$ cat src/rtl/debug_exception_sequencer_if.sv
// Signal bundle between the write-stage debug detector / exception unit and the #DB sequencer.
// master drives the detector inputs and the ack; slave is the sequencer.
interface debug_exception_sequencer_if;
    logic        wr_debug_prepare;
    logic [3:0]  wr_debug_code_reg;
    logic [3:0]  wr_debug_write_reg;
    logic [3:0]  wr_debug_read_reg;
    logic        wr_debug_step_reg;
    logic        wr_debug_task_reg;
    logic        gd_fault;
    logic [31:0] dr6;
    logic        exc_ack;
    logic [31:0] dr6_to_reg;
    logic        dr6_write;
    logic        exc_req;
    logic [7:0]  exc_vector;
    logic        exc_is_fault;
    logic        busy;
    logic [7:0]  dropped_cnt;

    modport master (
        output wr_debug_prepare, wr_debug_code_reg, wr_debug_write_reg, wr_debug_read_reg,
               wr_debug_step_reg, wr_debug_task_reg, gd_fault, dr6, exc_ack,
        input  dr6_to_reg, dr6_write, exc_req, exc_vector, exc_is_fault, busy, dropped_cnt
    );

    modport slave (
        input  wr_debug_prepare, wr_debug_code_reg, wr_debug_write_reg, wr_debug_read_reg,
               wr_debug_step_reg, wr_debug_task_reg, gd_fault, dr6, exc_ack,
        output dr6_to_reg, dr6_write, exc_req, exc_vector, exc_is_fault, busy, dropped_cnt
    );
endinterface

$ cat src/rtl/debug_exception_sequencer.sv
// Debug exception sequencer: latches breakpoint hits, writes the new DR6 for one cycle,
// then holds a #DB request until the exception unit acknowledges it.
module debug_exception_sequencer #(
    parameter logic [7:0]  DB_VECTOR      = 8'd1,
    parameter logic [31:0] DR6_FIXED_ONES = 32'hFFFF0FF0
) (
    input  logic                         clk,
    input  logic                         rst,
    debug_exception_sequencer_if.slave   dbg
);

    localparam logic [1:0] ST_IDLE    = 2'd0;
    localparam logic [1:0] ST_CAPTURE = 2'd1;
    localparam logic [1:0] ST_WRITE   = 2'd2;
    localparam logic [1:0] ST_REQ     = 2'd3;

    // BT/BS/BD are sticky in DR6; bit 12 is reserved-zero.
    localparam logic [31:0] DR6_STICKY_MASK = 32'h0000E000;
    localparam logic [31:0] DR6_ZERO_MASK   = 32'h00001000;

    logic [1:0]  state;
    logic [3:0]  hits;
    logic        bs;
    logic        bt;
    logic        bd;
    logic        kind_fault;
    logic [7:0]  dropped;
    logic        drop_event;
    logic [31:0] dr6_new;

    // In IDLE a simultaneous prepare loses to GD; while busy any pulse is lost.
    always_comb begin
        drop_event = 1'b0;
        if (state != ST_IDLE)
            drop_event = dbg.wr_debug_prepare | dbg.gd_fault;
        else
            drop_event = dbg.wr_debug_prepare & dbg.gd_fault;
    end

    always_ff @(posedge clk) begin
        if (rst) begin
            state      <= ST_IDLE;
            hits       <= '0;
            bs         <= 1'b0;
            bt         <= 1'b0;
            bd         <= 1'b0;
            kind_fault <= 1'b0;
            dropped    <= '0;
        end else begin
            if (drop_event && dropped != 8'hFF)
                dropped <= dropped + 8'd1;

            case (state)
                ST_IDLE: begin
                    if (dbg.gd_fault) begin
                        state      <= ST_WRITE;
                        kind_fault <= 1'b1;
                        hits       <= '0;
                        bs         <= 1'b0;
                        bt         <= 1'b0;
                        bd         <= 1'b1;
                    end else if (dbg.wr_debug_prepare) begin
                        state      <= ST_CAPTURE;
                        kind_fault <= 1'b0;
                    end
                end
                ST_CAPTURE: begin
                    hits  <= dbg.wr_debug_code_reg | dbg.wr_debug_write_reg | dbg.wr_debug_read_reg;
                    bs    <= dbg.wr_debug_step_reg;
                    bt    <= dbg.wr_debug_task_reg;
                    bd    <= 1'b0;
                    state <= ST_WRITE;
                end
                ST_WRITE: begin
                    state <= ST_REQ;
                end
                ST_REQ: begin
                    if (dbg.exc_ack)
                        state <= ST_IDLE;
                end
                default: state <= ST_IDLE;
            endcase
        end
    end

    always_comb begin
        dr6_new = (DR6_FIXED_ONES
                   | {16'b0, bt, bs, bd, 1'b0, 8'b0, hits}
                   | (dbg.dr6 & DR6_STICKY_MASK))
                  & ~DR6_ZERO_MASK;
    end

    assign dbg.dr6_write    = (state == ST_WRITE);
    assign dbg.dr6_to_reg   = (state == ST_WRITE) ? dr6_new : '0;
    assign dbg.exc_req      = (state == ST_REQ);
    assign dbg.exc_vector   = (state == ST_REQ) ? DB_VECTOR : '0;
    assign dbg.exc_is_fault = (state == ST_REQ) & kind_fault;
    assign dbg.busy         = (state != ST_IDLE);
    assign dbg.dropped_cnt  = dropped;

endmodule
$ cat src/flat_wrapper.sv
// flat-port wrapper written by rule: the top's interface ports become plain ports
module debug_exception_sequencer_flat 
#(
    parameter logic [7:0]  DB_VECTOR      = 8'd1,
    parameter logic [31:0] DR6_FIXED_ONES = 32'hFFFF0FF0
)
  (clk, rst, dbg_wr_debug_prepare, dbg_wr_debug_code_reg, dbg_wr_debug_write_reg, dbg_wr_debug_read_reg, dbg_wr_debug_step_reg, dbg_wr_debug_task_reg, dbg_gd_fault, dbg_dr6, dbg_exc_ack, dbg_dr6_to_reg, dbg_dr6_write, dbg_exc_req, dbg_exc_vector, dbg_exc_is_fault, dbg_busy, dbg_dropped_cnt);
  debug_exception_sequencer_if dbg_i ();
  input  logic clk;
  input  logic rst;
  input wire logic [$bits(dbg_i.wr_debug_prepare)-1:0] dbg_wr_debug_prepare;
  input wire logic [$bits(dbg_i.wr_debug_code_reg)-1:0] dbg_wr_debug_code_reg;
  input wire logic [$bits(dbg_i.wr_debug_write_reg)-1:0] dbg_wr_debug_write_reg;
  input wire logic [$bits(dbg_i.wr_debug_read_reg)-1:0] dbg_wr_debug_read_reg;
  input wire logic [$bits(dbg_i.wr_debug_step_reg)-1:0] dbg_wr_debug_step_reg;
  input wire logic [$bits(dbg_i.wr_debug_task_reg)-1:0] dbg_wr_debug_task_reg;
  input wire logic [$bits(dbg_i.gd_fault)-1:0] dbg_gd_fault;
  input wire logic [$bits(dbg_i.dr6)-1:0] dbg_dr6;
  input wire logic [$bits(dbg_i.exc_ack)-1:0] dbg_exc_ack;
  output wire logic [$bits(dbg_i.dr6_to_reg)-1:0] dbg_dr6_to_reg;
  output wire logic [$bits(dbg_i.dr6_write)-1:0] dbg_dr6_write;
  output wire logic [$bits(dbg_i.exc_req)-1:0] dbg_exc_req;
  output wire logic [$bits(dbg_i.exc_vector)-1:0] dbg_exc_vector;
  output wire logic [$bits(dbg_i.exc_is_fault)-1:0] dbg_exc_is_fault;
  output wire logic [$bits(dbg_i.busy)-1:0] dbg_busy;
  output wire logic [$bits(dbg_i.dropped_cnt)-1:0] dbg_dropped_cnt;
  assign dbg_i.wr_debug_prepare = dbg_wr_debug_prepare;
  assign dbg_i.wr_debug_code_reg = dbg_wr_debug_code_reg;
  assign dbg_i.wr_debug_write_reg = dbg_wr_debug_write_reg;
  assign dbg_i.wr_debug_read_reg = dbg_wr_debug_read_reg;
  assign dbg_i.wr_debug_step_reg = dbg_wr_debug_step_reg;
  assign dbg_i.wr_debug_task_reg = dbg_wr_debug_task_reg;
  assign dbg_i.gd_fault = dbg_gd_fault;
  assign dbg_i.dr6 = dbg_dr6;
  assign dbg_i.exc_ack = dbg_exc_ack;
  assign dbg_dr6_to_reg = dbg_i.dr6_to_reg;
  assign dbg_dr6_write = dbg_i.dr6_write;
  assign dbg_exc_req = dbg_i.exc_req;
  assign dbg_exc_vector = dbg_i.exc_vector;
  assign dbg_exc_is_fault = dbg_i.exc_is_fault;
  assign dbg_busy = dbg_i.busy;
  assign dbg_dropped_cnt = dbg_i.dropped_cnt;
  debug_exception_sequencer #(.DB_VECTOR(DB_VECTOR), .DR6_FIXED_ONES(DR6_FIXED_ONES)) u_core (.clk(clk), .rst(rst), .dbg(dbg_i));
endmodule
$ cat config.mk
export PLATFORM = sky130hd
export DESIGN_NAME = debug_exception_sequencer_flat
export DESIGN_NICKNAME = d
export VERILOG_FILES = /design/src/rtl/debug_exception_sequencer_if.sv /design/src/rtl/debug_exception_sequencer.sv /design/src/flat_wrapper.sv
export SDC_FILE = /design/constraint.sdc
export NUM_CORES = 1
export LEC_CHECK = 0
export CAP_MARGIN = 40
export CELL_PAD_IN_SITES_DETAIL_PLACEMENT = 2
export CELL_PAD_IN_SITES_GLOBAL_PLACEMENT = 2
export CORE_MARGIN = 2
export CORE_UTILIZATION = 15
export DETAILED_ROUTE_END_ITERATION = 12
export PLACE_DENSITY_LB_ADDON = 0.1
export SYNTH_ARGS = -nofsm -noshare
export SYNTH_HDL_FRONTEND = slang
export SYNTH_SLANG_ARGS = --single-unit
$ cat constraint.sdc
create_clock -name clk -period 1.8 [get_ports clk]
set_input_delay 0.18 -clock clk [delete_from_list [all_inputs] [get_ports clk]]
set_output_delay 0.18 -clock clk [all_outputs]
set_load 0.01 [all_outputs]
==> impl_metrics.yaml, run 1 <==
run:
  drv_cap: 0
timing:
  layout_setup_ws_ns: 0.0989
  drv_slew: 0
  max_clock_freq_mhz: 588
  timing.final.crit_period_ns: 1.70
  hold_viol: 0
  setup_tns_ns: 0
  fin_crit_sh_pct: 94.5
  setup-violations-final: 0
  skew_ns: 0.00619
logic_synthesis:
  yosys.area.top_type: "dfxtp_1"
  synth_area_leaders: "dfxtp_1 (30%), buf_4 (21%), ha_1 (6.2%), a21oi_1 (5.4%), nor2_1 (4.1%)"
  synth_warnings: 0
  syn_area_per_cell_um2: 7.96
  ys_types: 32
  synthCells: 151
  yosys_register_bits: 18
  yosysSeqAreaShare_pct: 30.0
  post_synth_instance_area_mm2: 0.00120
  synth_top_area_share_pct: 30.0
hold_path:
  hp-class: "reg -> reg"
global_routing:
  grt_use_total_pct: 9.43
  met2_usage_pct: 18.2
  grt_max_degree: 27
  use_met3_pct: 1.69
  grtUsageMet1_pct: 10.1
  grt_overflow: 0
  grt_pass1_wl_um: 6390
  top_usage_layer: "met2"
  first_global_vias: 1288
  antenna_found_initial: 0
final_layout:
  n_antenna_cell: 0
  syn2layout_area_growth_pct: 65.1
  final_util_pct: 25.7
  fill_cells: 863
  layout-drive-gt1-share_pct: 15.2
  fin_area_mm2: 0.00199
  nets: 262
  stdcell_count: 306
worst_setup_path:
  crit_required_ns: 2.00
  worstRegToRegCells: 6
  path_cells: "inv_2 > ha_2 > nor2b_2 > a21oi_2 > or4_1 > a21oi_2"
  critPathMaxStageDelay_ns: 0.55
  cp-start-kind: "register"
  cp_slowest_cell: "or4_1"
  worstSetupStartpoint: "u_core.state[0]"
  reg2reg_slack_ns: 0.1
  worstReg2RegEnd: "u_core.dbg.dropped_cnt[4]"
  crit_top_cell: "a21oi_2"
  endpoint_kind: "register"
  crit_type: "reg -> reg"
  crit_end: "u_core.dbg.dropped_cnt[4]"
  r2r_start: "u_core.state[0]"
  cp_max_fo: 6
  cp.arrival_ns: 1.90
power:
  leakagePower_nw: 1.08
  pwr_density_cell_mw_per_mm2: 850
  vdd_drop_max_mv: 0.255
route:
  route.detailed.drc: 0
  dr.pass1.iters: 2
  wirelength_um: 4280
  drt_iter0_markers: 14
  vias_per_cell: 3.97
  ant_nets: 0
  post_drt_wl_per_cell_um: 14.0
  vias: 1215
place:
  place_inst: 302
  io_buffers: 65
  dp_slack_ns: -0.0419
  post_dp_cell_area_mm2: 0.00185
  hpwl_um: 3480
  gp_congestion: 0.794
clock_network:
  tritoncts: "built"
  root_buffer: "clkbuf_8"
  cts_buffers: 3
  ctsHoldBuffers: 0
  clock_latency_ns: 0.26
  clockBufferDepth: 2
  htreeDepth: 1
  clock_sinks: 18
  path_clk_slew_ns: 0.08
  cts_setup_buffers: 0
floorplan:
  chipWidth_um: 93.5
  fp.coreArea_mm2: 0.00773
  ios: 103
  rows: 32
  start_util_pct: 15.6
  die_area_mm2: 0.00875
  die_y_um: 93.5
run_status:
  status: "finished clean"
## synthesized netlist by cell type
cell type / n
buf_4: 33
dfxtp_1: 18
a21oi_1: 13
nor2_1: 13
nand2_1: 11
ha_1: 6
inv_1: 6
o31ai_1: 6
and2_1: 5
a211oi_1: 4
nand3_1: 4
clkbuf_1: 3
nor2b_1: 3
nor3_1: 3
o21ai_0: 3
a22oi_1: 2
and4_4: 2
or4_1: 2
a21o_1: 1
a31oi_1: 1
and2_0: 1
and3_1: 1
and4_1: 1
buf_6: 1
conb_1: 1
mux2_2: 1
mux2i_1: 1
nand2b_1: 1
nand4_1: 1
nor4_1: 1
o22ai_1: 1
or3_1: 1
## per-layer routing
layer  vias to the layer above  part of all wire (%)
li1                        581                     -
met5                         -                     0
met3                         7                   5.5
met1                       577                    41
met4                         0                   2.0
met2                        50                    52
## report_power, final
part	leakage (nW)	internal, mW	switching, mW
combinational	0.904	0.453	0.419
sequential	0.147	0.441	0.0249
clock	0.0288	0.195	0.154
total	1.08	1.09	0.598
## cells in the final DEF (no fill, tap or decap), types with 6 or more instances in the layout
cell and count:
dfxtp_1 18, a21oi_1 11, buf_4 13, nand2_1 11, clkdlybuf4s50_1 31, dlygate4sd2_1 14
nor2_1 13, o31ai_1 6, conb_1 8, and2_1 6, dlymetal6s2s_1 20
## state kept, by name, indices dropped and copies added, names as in the netlist
register,cells
u_core.dbg.dropped_cnt,8
u_core.hits,4
u_core.state,2
u_core.bd,1
u_core.bs,1
u_core.bt,1
u_core.kind_fault,1
## timing repair
action | CTS | global route
pin swaps | 0 | 0
setup endpoints to repair | 38 | 25
resized for setup | 21 | 26
## through the flow
| step | power [mW] | hold WS, ns |
|---|---|---|
| after floorplan | 1.00 | 0.328 |
| after global placement | 1.36 | 0.439 |
| after detailed placement | 1.39 | 0.448 |
| after CTS | 1.74 | 0.458 |
| after global routing | 1.81 | 0.475 |
| final | 1.69 | 0.452 |
## kinds of logic (layout without fill, tap and decap cells)
kind of cell / count (synthesis) / count (layout) / synth area share [%]
muxes: 2 / 2 / 1.77
other: 1 / 8 / 0.312
and+or+nand+nor: 50 / 50 / 21.5
DFF: 18 / 18 / 30.0
buffers and inverters: 43 / 89 / 24.3
AOI/OAI and AO/OA: 31 / 31 / 15.8
adders and majority gates: 6 / 6 / 6.24
## worst max-delay path: cells and delay by family, from the launching register on
kind,cells,cell delay [ns]
AOI/OAI and AO/OA,2,0.25
buffers and inverters,1,0.08
adders and majority gates,1,0.25
DFF,1,0.35
and+or+nand+nor,2,0.71
## final cells by class
type	count	area (um^2)	area share, %
Clock buffer	4	55.1	2.77
Inverter	6	22.5	1.13
Multi-Input combinational cell	97	619	31.2
Sequential cell	18	360	18.1
Tap cell	102	128	6.43
Timing Repair Buffer	79	801	40.3
## how the worst min path moves through the flow
| stage | startpoint | end | slack, ns | cells past startpoint |
|---|---|---|---|---|
| floorplan | dbg_wr_debug_step_reg | u_core.bs | 0.33 | 2 |
| global placement | u_core.hits[2] | u_core.hits[2] | 0.44 | 2 |
| detailed placement | u_core.hits[2] | u_core.hits[2] | 0.45 | 2 |
| CTS | u_core.hits[2] | u_core.hits[2] | 0.46 | 2 |
| global route | u_core.kind_fault | u_core.kind_fault | 0.48 | 2 |
| finish | u_core.hits[2] | u_core.hits[2] | 0.45 | 2 |
Power figures use the tool's default switching activity.
==> run 2, diff against run 1 <==
CAP_MARGIN = 20   (was 40)
==> results of run 2 <==
Final layout, timing and power as in run 1 (identical DEF).
==> run 3, diff against run 2 <==
CORE_ASPECT_RATIO = 0.9   (was default)
==> run 3 against run 2 <==
  * Clock skew is 0.0049 ns lower
  * Cell count is 2.3% lower
  * Power is 5.1% lower
  * Count of clock-buffer cells in the layout stayed put
  * Critical path type unchanged
  * Critical path depth is 1 lower
  * Cell area is 5.0% lower
  * Largest power group unchanged
  * Clock power is 2% lower
  * Register-to-register slack better by 0.04 ns
  * First-iteration DRC count is 43% lower
==> impl_metrics.yaml, run 3 (same netlist as run 1, synthesis figures left out) <==
floorplan:
  die_area_mm2: 0.00875
  fp.coreArea_mm2: 0.00766
  start_util_pct: 15.7
  ios: 103
  die_y_um: 88.9
  chipWidth_um: 98.4
  rows: 30
global_routing:
  first_global_vias: 1269
  grt_max_degree: 26
  grt_pass1_wl_um: 6630
  grt_use_total_pct: 9.57
  grt_overflow: 0
  antenna_found_initial: 0
final_layout:
  layout_common_cells: "dlygate4sd2_1 (33), clkdlybuf4s50_1 (31), dfxtp_1 (16)"
  nets: 261
  syn2layout_area_growth_pct: 56.9
  largest_register_ffs: 8
  layout_commonest_cell: "dlygate4sd2_1"
  seq_area_um2: 363
  layout-drive-gt1-share_pct: 14.8
  fill_cells: 924
  multi_input_area_um2: 613
  final_util_pct: 24.6
  n_antenna_cell: 0
route:
  drt_iter0_markers: 8
  post_drt_wl_per_cell_um: 13.6
  vias_per_cell: 3.95
  dr.pass1.iters: 2
  vias: 1181
  ant_nets: 0
  wirelength_um: 4070
  route.detailed.drc: 0
timing:
  fin_crit_sh_pct: 92.4
  hold_viol: 0
  setup_tns_ns: 0
  skew_ns: 0.00129
  timing.final.crit_period_ns: 1.66
  rsz0062_at_grt: "no"
  max_clock_freq_mhz: 601
  setup-violations-final: 0
  drv_slew: 0
  layout_setup_ws_ns: 0.136
worst_setup_path:
  crit_top_cell: "and4_4"
  cp_max_fo: 7
  path_delay_family: "simple AND/OR/NAND/NOR gates"
  endpoint_kind: "register"
  critPathMaxStageDelay_ns: 0.46
  crit_type: "reg -> reg"
  path_cells: "ha_1 > and4_4 > and4_4 > or4_1 > a21oi_1"
  crit_buf_inv: 0
  cp-start-kind: "register"
  cp.arrival_ns: 1.86
  crit_required_ns: 1.99
  cp_slowest_cell: "or4_1"
place:
  hpwl_um: 3320
  dp_slack_ns: 0.0183
  io_buffers: 65
  gp_congestion: 0.715
clock_network:
  clockBufferDepth: 2
  htreeDepth: 1
  clock_sinks: 18
  root_buffer: "clkbuf_8"
  cts_setup_buffers: 0
  path_clk_slew_ns: 0.07
  cts_buffers: 3
  tritoncts: "built"
  clock_latency_ns: 0.26
hold_path:
  hp-class: "reg -> reg"
run_status:
  status: "finished clean"
power:
  vdd_drop_max_mv: 0.198
  pwr_density_cell_mw_per_mm2: 848
  leakagePower_nw: 0.855
run:
  drv_cap: 0
-- run 3: cell types whose count changed in the layout (fill, tap and decap cells not counted), sizes merged --
| cell | previous run | this run |
|---|---|---|
| dlymetal6s2s | 20 | 1 |
| dlygate4sd2 | 14 | 33 |
| buf | 14 | 13 |
-- run 3: per-stage QoR --
stage | cells | power (mW) | area (um^2) | hold WS [ns]
global placement | 295 | 1.33 | 1830 | 0.436
CTS | 299 | 1.62 | 1860 | 0.462
global route | 299 | 1.75 | 1890 | 0.488
floorplan | 158 | 1.00 | 1230 | 0.328
detailed placement | 295 | 1.36 | 1830 | 0.451
finish | 299 | 1.60 | 1890 | 0.452
-- run 3: metal layers --
metal | up-vias | share of wire [%] | global-route usage, %
met2 | 39 | 48 | 16.7
met5 | - | 0 | 0
met1 | 559 | 46 | 11.9
met4 | 0 | 0.49 | 1.74
met3 | 2 | 5.9 | 3.05
li1 | 581 | - | -
-- run 3: repair_timing --
action / in CTS / in global routing
hold buffers: 0 / 0
gates resized for setup: 39 / 8
cloned: 0 / 0
setup endpoints to repair: 33 / 13
-- run 3: area by class of cell --
cell class                 instances  area share, %
timing repair buffer              78           37.8
multi-input combinational         97           32.5
sequential                        18           19.2
tap                               96           6.37
clock buffer                       4           2.92
inverter                           6           1.19
-- run 3: path summary, 6_finish.rpt --
| kind | from | to | slack (ns) | cells past startpoint |
|---|---|---|---|---|
| worst min-delay path | u_core.hits[2] | u_core.hits[2] | 0.45 | 2 |
| worst max-delay path | u_core.dbg.dropped_cnt[1] | u_core.dbg.dropped_cnt[4] | 0.14 | 5 |
| worst min register to register | u_core.hits[2] | u_core.hits[2] | 0.45 | 2 |
| worst max register to register | u_core.dbg.dropped_cnt[1] | u_core.dbg.dropped_cnt[4] | 0.14 | 5 |
-- run 3: tightest hold or removal path: stages, from the launching register on --
cell and delay [ns]:
dfxtp_1 0.31, nand2_1 0.05, a21oi_1 0.05
-- run 3: report_power, final --
group          switching [mW]  total (mW)  internal, mW
logic                   0.400       0.783         0.383
registers              0.0310       0.475         0.444
clock network           0.148       0.343         0.195
==> RTL change 1 (settings of run 2) <==
Put a register stage on the output `dbg.exc_is_fault`. The value now appears one clock later.
--- a/src/rtl/debug_exception_sequencer.sv
+++ b/src/rtl/debug_exception_sequencer.sv
@@ -95,5 +95,7 @@
     assign dbg.exc_req      = (state == ST_REQ);
     assign dbg.exc_vector   = (state == ST_REQ) ? DB_VECTOR : '0;
-    assign dbg.exc_is_fault = (state == ST_REQ) & kind_fault;
+    always_ff @(posedge clk) begin
+        dbg.exc_is_fault <= (state == ST_REQ) & kind_fault;
+    end
     assign dbg.busy         = (state != ST_IDLE);
     assign dbg.dropped_cnt  = dropped;
Behaviour: not the same (a bounded check fails within 4 cycles, from zero or initial values and one cycle with rst high).
==> RTL change 1 against run 2 <==
Power down 0.57%. Sequential cell count is 1 higher. Synthesized area increased by 1.7%. Worst setup slack lost 25 ps. Count of clock-buffer cells in the layout down 1. Wire length fell by 4.0%. Synthesized cell count increased by 0.66%. Design area down 2.0%. Critical path type is now flip-flop to output port. Largest cell class unchanged. Largest power group unchanged.
==> RTL change 1: results <==
set metrics [dict create \
    status "finished, final reports clean" \
    postSynthCellCount 152 \
    place_area_mm2 0.00187 \
    synth-compound-area-share_pct 15.6 \
    drt_iter0_markers 17 \
    synth-adder-area-share_pct 6.14 \
    seq_area_frac_synth_pct 31.1 \
    multiInputGateArea_um2 601 \
    place_ws_ps -36.2 \
    placed_cells 303 \
    intPower_mw 1.09 \
    drt_first_pass_iters 4 \
    nets 263 \
    globalplace.congestion 0.792 \
    layout.cells.non_filler 307 \
    power.density_mw_per_mm2 862 \
    seq_share_pct 19.6 \
    crit_arrival_ps 1550 \
    power_frac_comb_pct 52.0 \
    fin_worst_skew_ps 3.59 \
    cp_max_fo 26 \
    drt-vias-per-instance 3.96 \
    wl_um 4110 \
    synth_common_cells "buf_4, dfxtp_1, a21oi_1, nor2_1, nand2_1" \
    dpl.hpwl_um 3390 \
    ir_drop_v 0.000276 \
    nonClkBufAreaFrac_pct 39.5 \
    clock_area_share_pct 2.38 \
]
-- RTL change 1: cell count changes in the layout (fill, tap and decap cells not counted) --
cell,delta
dlygate4sd2_1,-6
clkinv_2,+1
ha_1,+3
clkdlybuf4s50_1,+22
a21oi_2,-1
ha_2,-3
nand2b_1,+1
a21oi_1,+1
dlymetal6s2s_1,-16
clkbuf_8,-1
dfxtp_2,+1
nand2b_4,-1
-- RTL change 1: path summary, 6_finish.rpt --
path | depth (start not counted) | slack [ps] | startpoint | end
max | 4 | 70 | u_core.state[0] | dbg_dr6_to_reg[20]
min | 2 | 450 | u_core.hits[1] | u_core.hits[1]
max reg2reg | 5 | 100 | u_core.dbg.dropped_cnt[1] | u_core.dbg.dropped_cnt[3]
min reg2reg | 2 | 450 | u_core.hits[1] | u_core.hits[1]
-- RTL change 1: kinds of logic (layout without fill, tap and decap cells) --
kind of cell / count (synthesis) / count (layout)
muxes: 2 / 2
buffers and inverters: 43 / 89
adders and majority gates: 6 / 6
and+or+nand+nor: 50 / 50
other: 1 / 8
DFF: 19 / 19
AOI/OAI and AO/OA: 31 / 31
-- RTL change 1: metal layers --
| layer | up-vias | routed length (um) | global-route usage, % |
|---|---|---|---|
| li1 | 583 | - | - |
| met1 | 580 | 1650 | 10.6 |
| met2 | 48 | 2120 | 16.6 |
| met3 | 4 | 282 | 1.61 |
| met4 | 0 | 57 | 2.78 |
| met5 | - | 0 | 0 |
-- RTL change 1: repair_timing --
| item | CTS | global route |
|---|---|---|
| resized for setup | 13 | 8 |
| endpoints found under the hold margin | 0 | 0 |
| setup endpoints to repair | 37 | 14 |
| hold buffers | 0 | 0 |
-- RTL change 1: critical path, stage by stage, from the launching register on --
cell and delay [ps]:
dfxtp_1 320, inv_2 110, ha_4 170, buf_12 140, clkdlybuf4s50_1 550
==> RTL change 2 (config.mk and constraints of run 2) <==
Made on the original files. `DR6_FIXED_ONES` is set to 32'hFFFF0FF0 in 2 places; all go to 32'h80000000.
--- a/src/rtl/debug_exception_sequencer.sv
+++ b/src/rtl/debug_exception_sequencer.sv
@@ -3,5 +3,5 @@
 module debug_exception_sequencer #(
     parameter logic [7:0]  DB_VECTOR      = 8'd1,
-    parameter logic [31:0] DR6_FIXED_ONES = 32'hFFFF0FF0
+    parameter logic [31:0] DR6_FIXED_ONES = 32'h80000000
 ) (
     input  logic                         clk,
--- a/src/flat_wrapper.sv
+++ b/src/flat_wrapper.sv
@@ -3,5 +3,5 @@
 #(
     parameter logic [7:0]  DB_VECTOR      = 8'd1,
-    parameter logic [31:0] DR6_FIXED_ONES = 32'hFFFF0FF0
+    parameter logic [31:0] DR6_FIXED_ONES = 32'h80000000
 )
   (clk, rst, dbg_wr_debug_prepare, dbg_wr_debug_code_reg, dbg_wr_debug_write_reg, dbg_wr_debug_read_reg, dbg_wr_debug_step_reg, dbg_wr_debug_task_reg, dbg_gd_fault, dbg_dr6, dbg_exc_ack, dbg_dr6_to_reg, dbg_dr6_write, dbg_exc_req, dbg_exc_vector, dbg_exc_is_fault, dbg_busy, dbg_dropped_cnt);
Formal check against the unedited RTL: not equivalent (Yosys sat finds a counterexample within 4 cycles, from zero or initial values and one cycle with rst high).
==> RTL change 2 against run 2 <==
Power fell by 23%. Register-to-register slack improved by 30 ps. Worst setup slack got worse by 32 ps. Sequential power rose by 3%. Design area fell by 14%. Sequential cell count did not move. Wire length fell by 12%. Synthesized area rose by 0.94%. Critical path type is now flip-flop to output port. Largest power group unchanged.
==> RTL change 2: results <==
set metrics [dict create \
    status "finished, final reports clean" \
    ys_top_cells_by_area "dfxtp_1, buf_4, ha_1" \
    clkbuf_count 3 \
    crit_path_max_incr_delay_ps 530 \
    crit_arrival_ps 1550 \
    wl_um 3760 \
    worst_r2r_startpoint "u_core.dbg.dropped_cnt[1]" \
    hold_slack_ps 456 \
    ir_drop_v 0.000199 \
    n_all_buffers 49 \
    postSynthCellCount 150 \
    intPower_mw 0.835 \
    r2r-end "u_core.dbg.dropped_cnt[2]" \
    drt-vias-per-instance 3.77 \
    period_needed_ps 1730 \
    regArea_um2 363 \
    nets 255 \
    pwr-share-clk_pct 22.7 \
    nFillCells 918 \
    cp-endpoint "dbg_dr6_write" \
    rr_worst_depth 5 \
    place_ws_ps -6.59 \
    grt_pass1_vias 1211 \
    pg_seq_mw 0.478 \
    nonClkBufAreaFrac_pct 27.1 \
    multiInputGateArea_um2 701 \
    synth_common_cells "buf_4, dfxtp_1, nor2_1" \
    seq_area_frac_synth_pct 29.7 \
    seq_share_pct 21.2 \
    place_area_mm2 0.00167 \
    ys_types 34 \
    min_from "u_core.hits[0]" \
    io_buffers 42 \
    layout.cells.non_filler 298 \
    clock_area_share_pct 2.41 \
    globalplace.congestion 0.700 \
    multi_input_gates 121 \
    syn_avg_cell_area_um2 8.09 \
    p_leak_nw 0.699 \
    synth_mux_area_share_pct 1.75 \
    grt_max_degree 15 \
    switching_power_mw 0.462 \
    synth-adder-area-share_pct 6.19 \
    grt_usage_pct 8.56 \
    drt_first_pass_iters 3 \
    hold_end "u_core.hits[0]" \
    critPathSlowestCell "clkdlybuf4s50_1" \
]
[RTL change 2: cell count changes after synthesis, sizes merged]
cell           run 2  this run
nand2             11        10
nand3              4         5
buf               34        33
a211oi             4         5
inv                6         5
and4               3         0
or3                1         2
and4b              0         1
a31oi              1         0
a21oi             13        14
nor3               3         2
nor2              13        15
[RTL change 2: routing by layer]
layer | global-route usage (%) | routed length [um] | vias to the layer above
met2 | 16.3 | 2040 | 37
met4 | 3.86 | 72 | 0
met3 | 0.803 | 145 | 6
met5 | 0 | 0 | -
li1 | - | - | 540
met1 | 9.52 | 1510 | 541
[RTL change 2: cells by family (layout without fill, tap and decap cells)]
kind of cell / Yosys count / in the layout
fa+ha+maj: 6 / 6
compound gates: 32 / 32
other cells: 1 / 31
buf+inv: 41 / 57
simple gates: 50 / 50
mux: 2 / 2
flops: 18 / 18
[RTL change 2: timing repair]
item	4_1_cts	5_1_grt
resized for setup	9	5
pin swaps	0	0
setup endpoints to repair	10	14
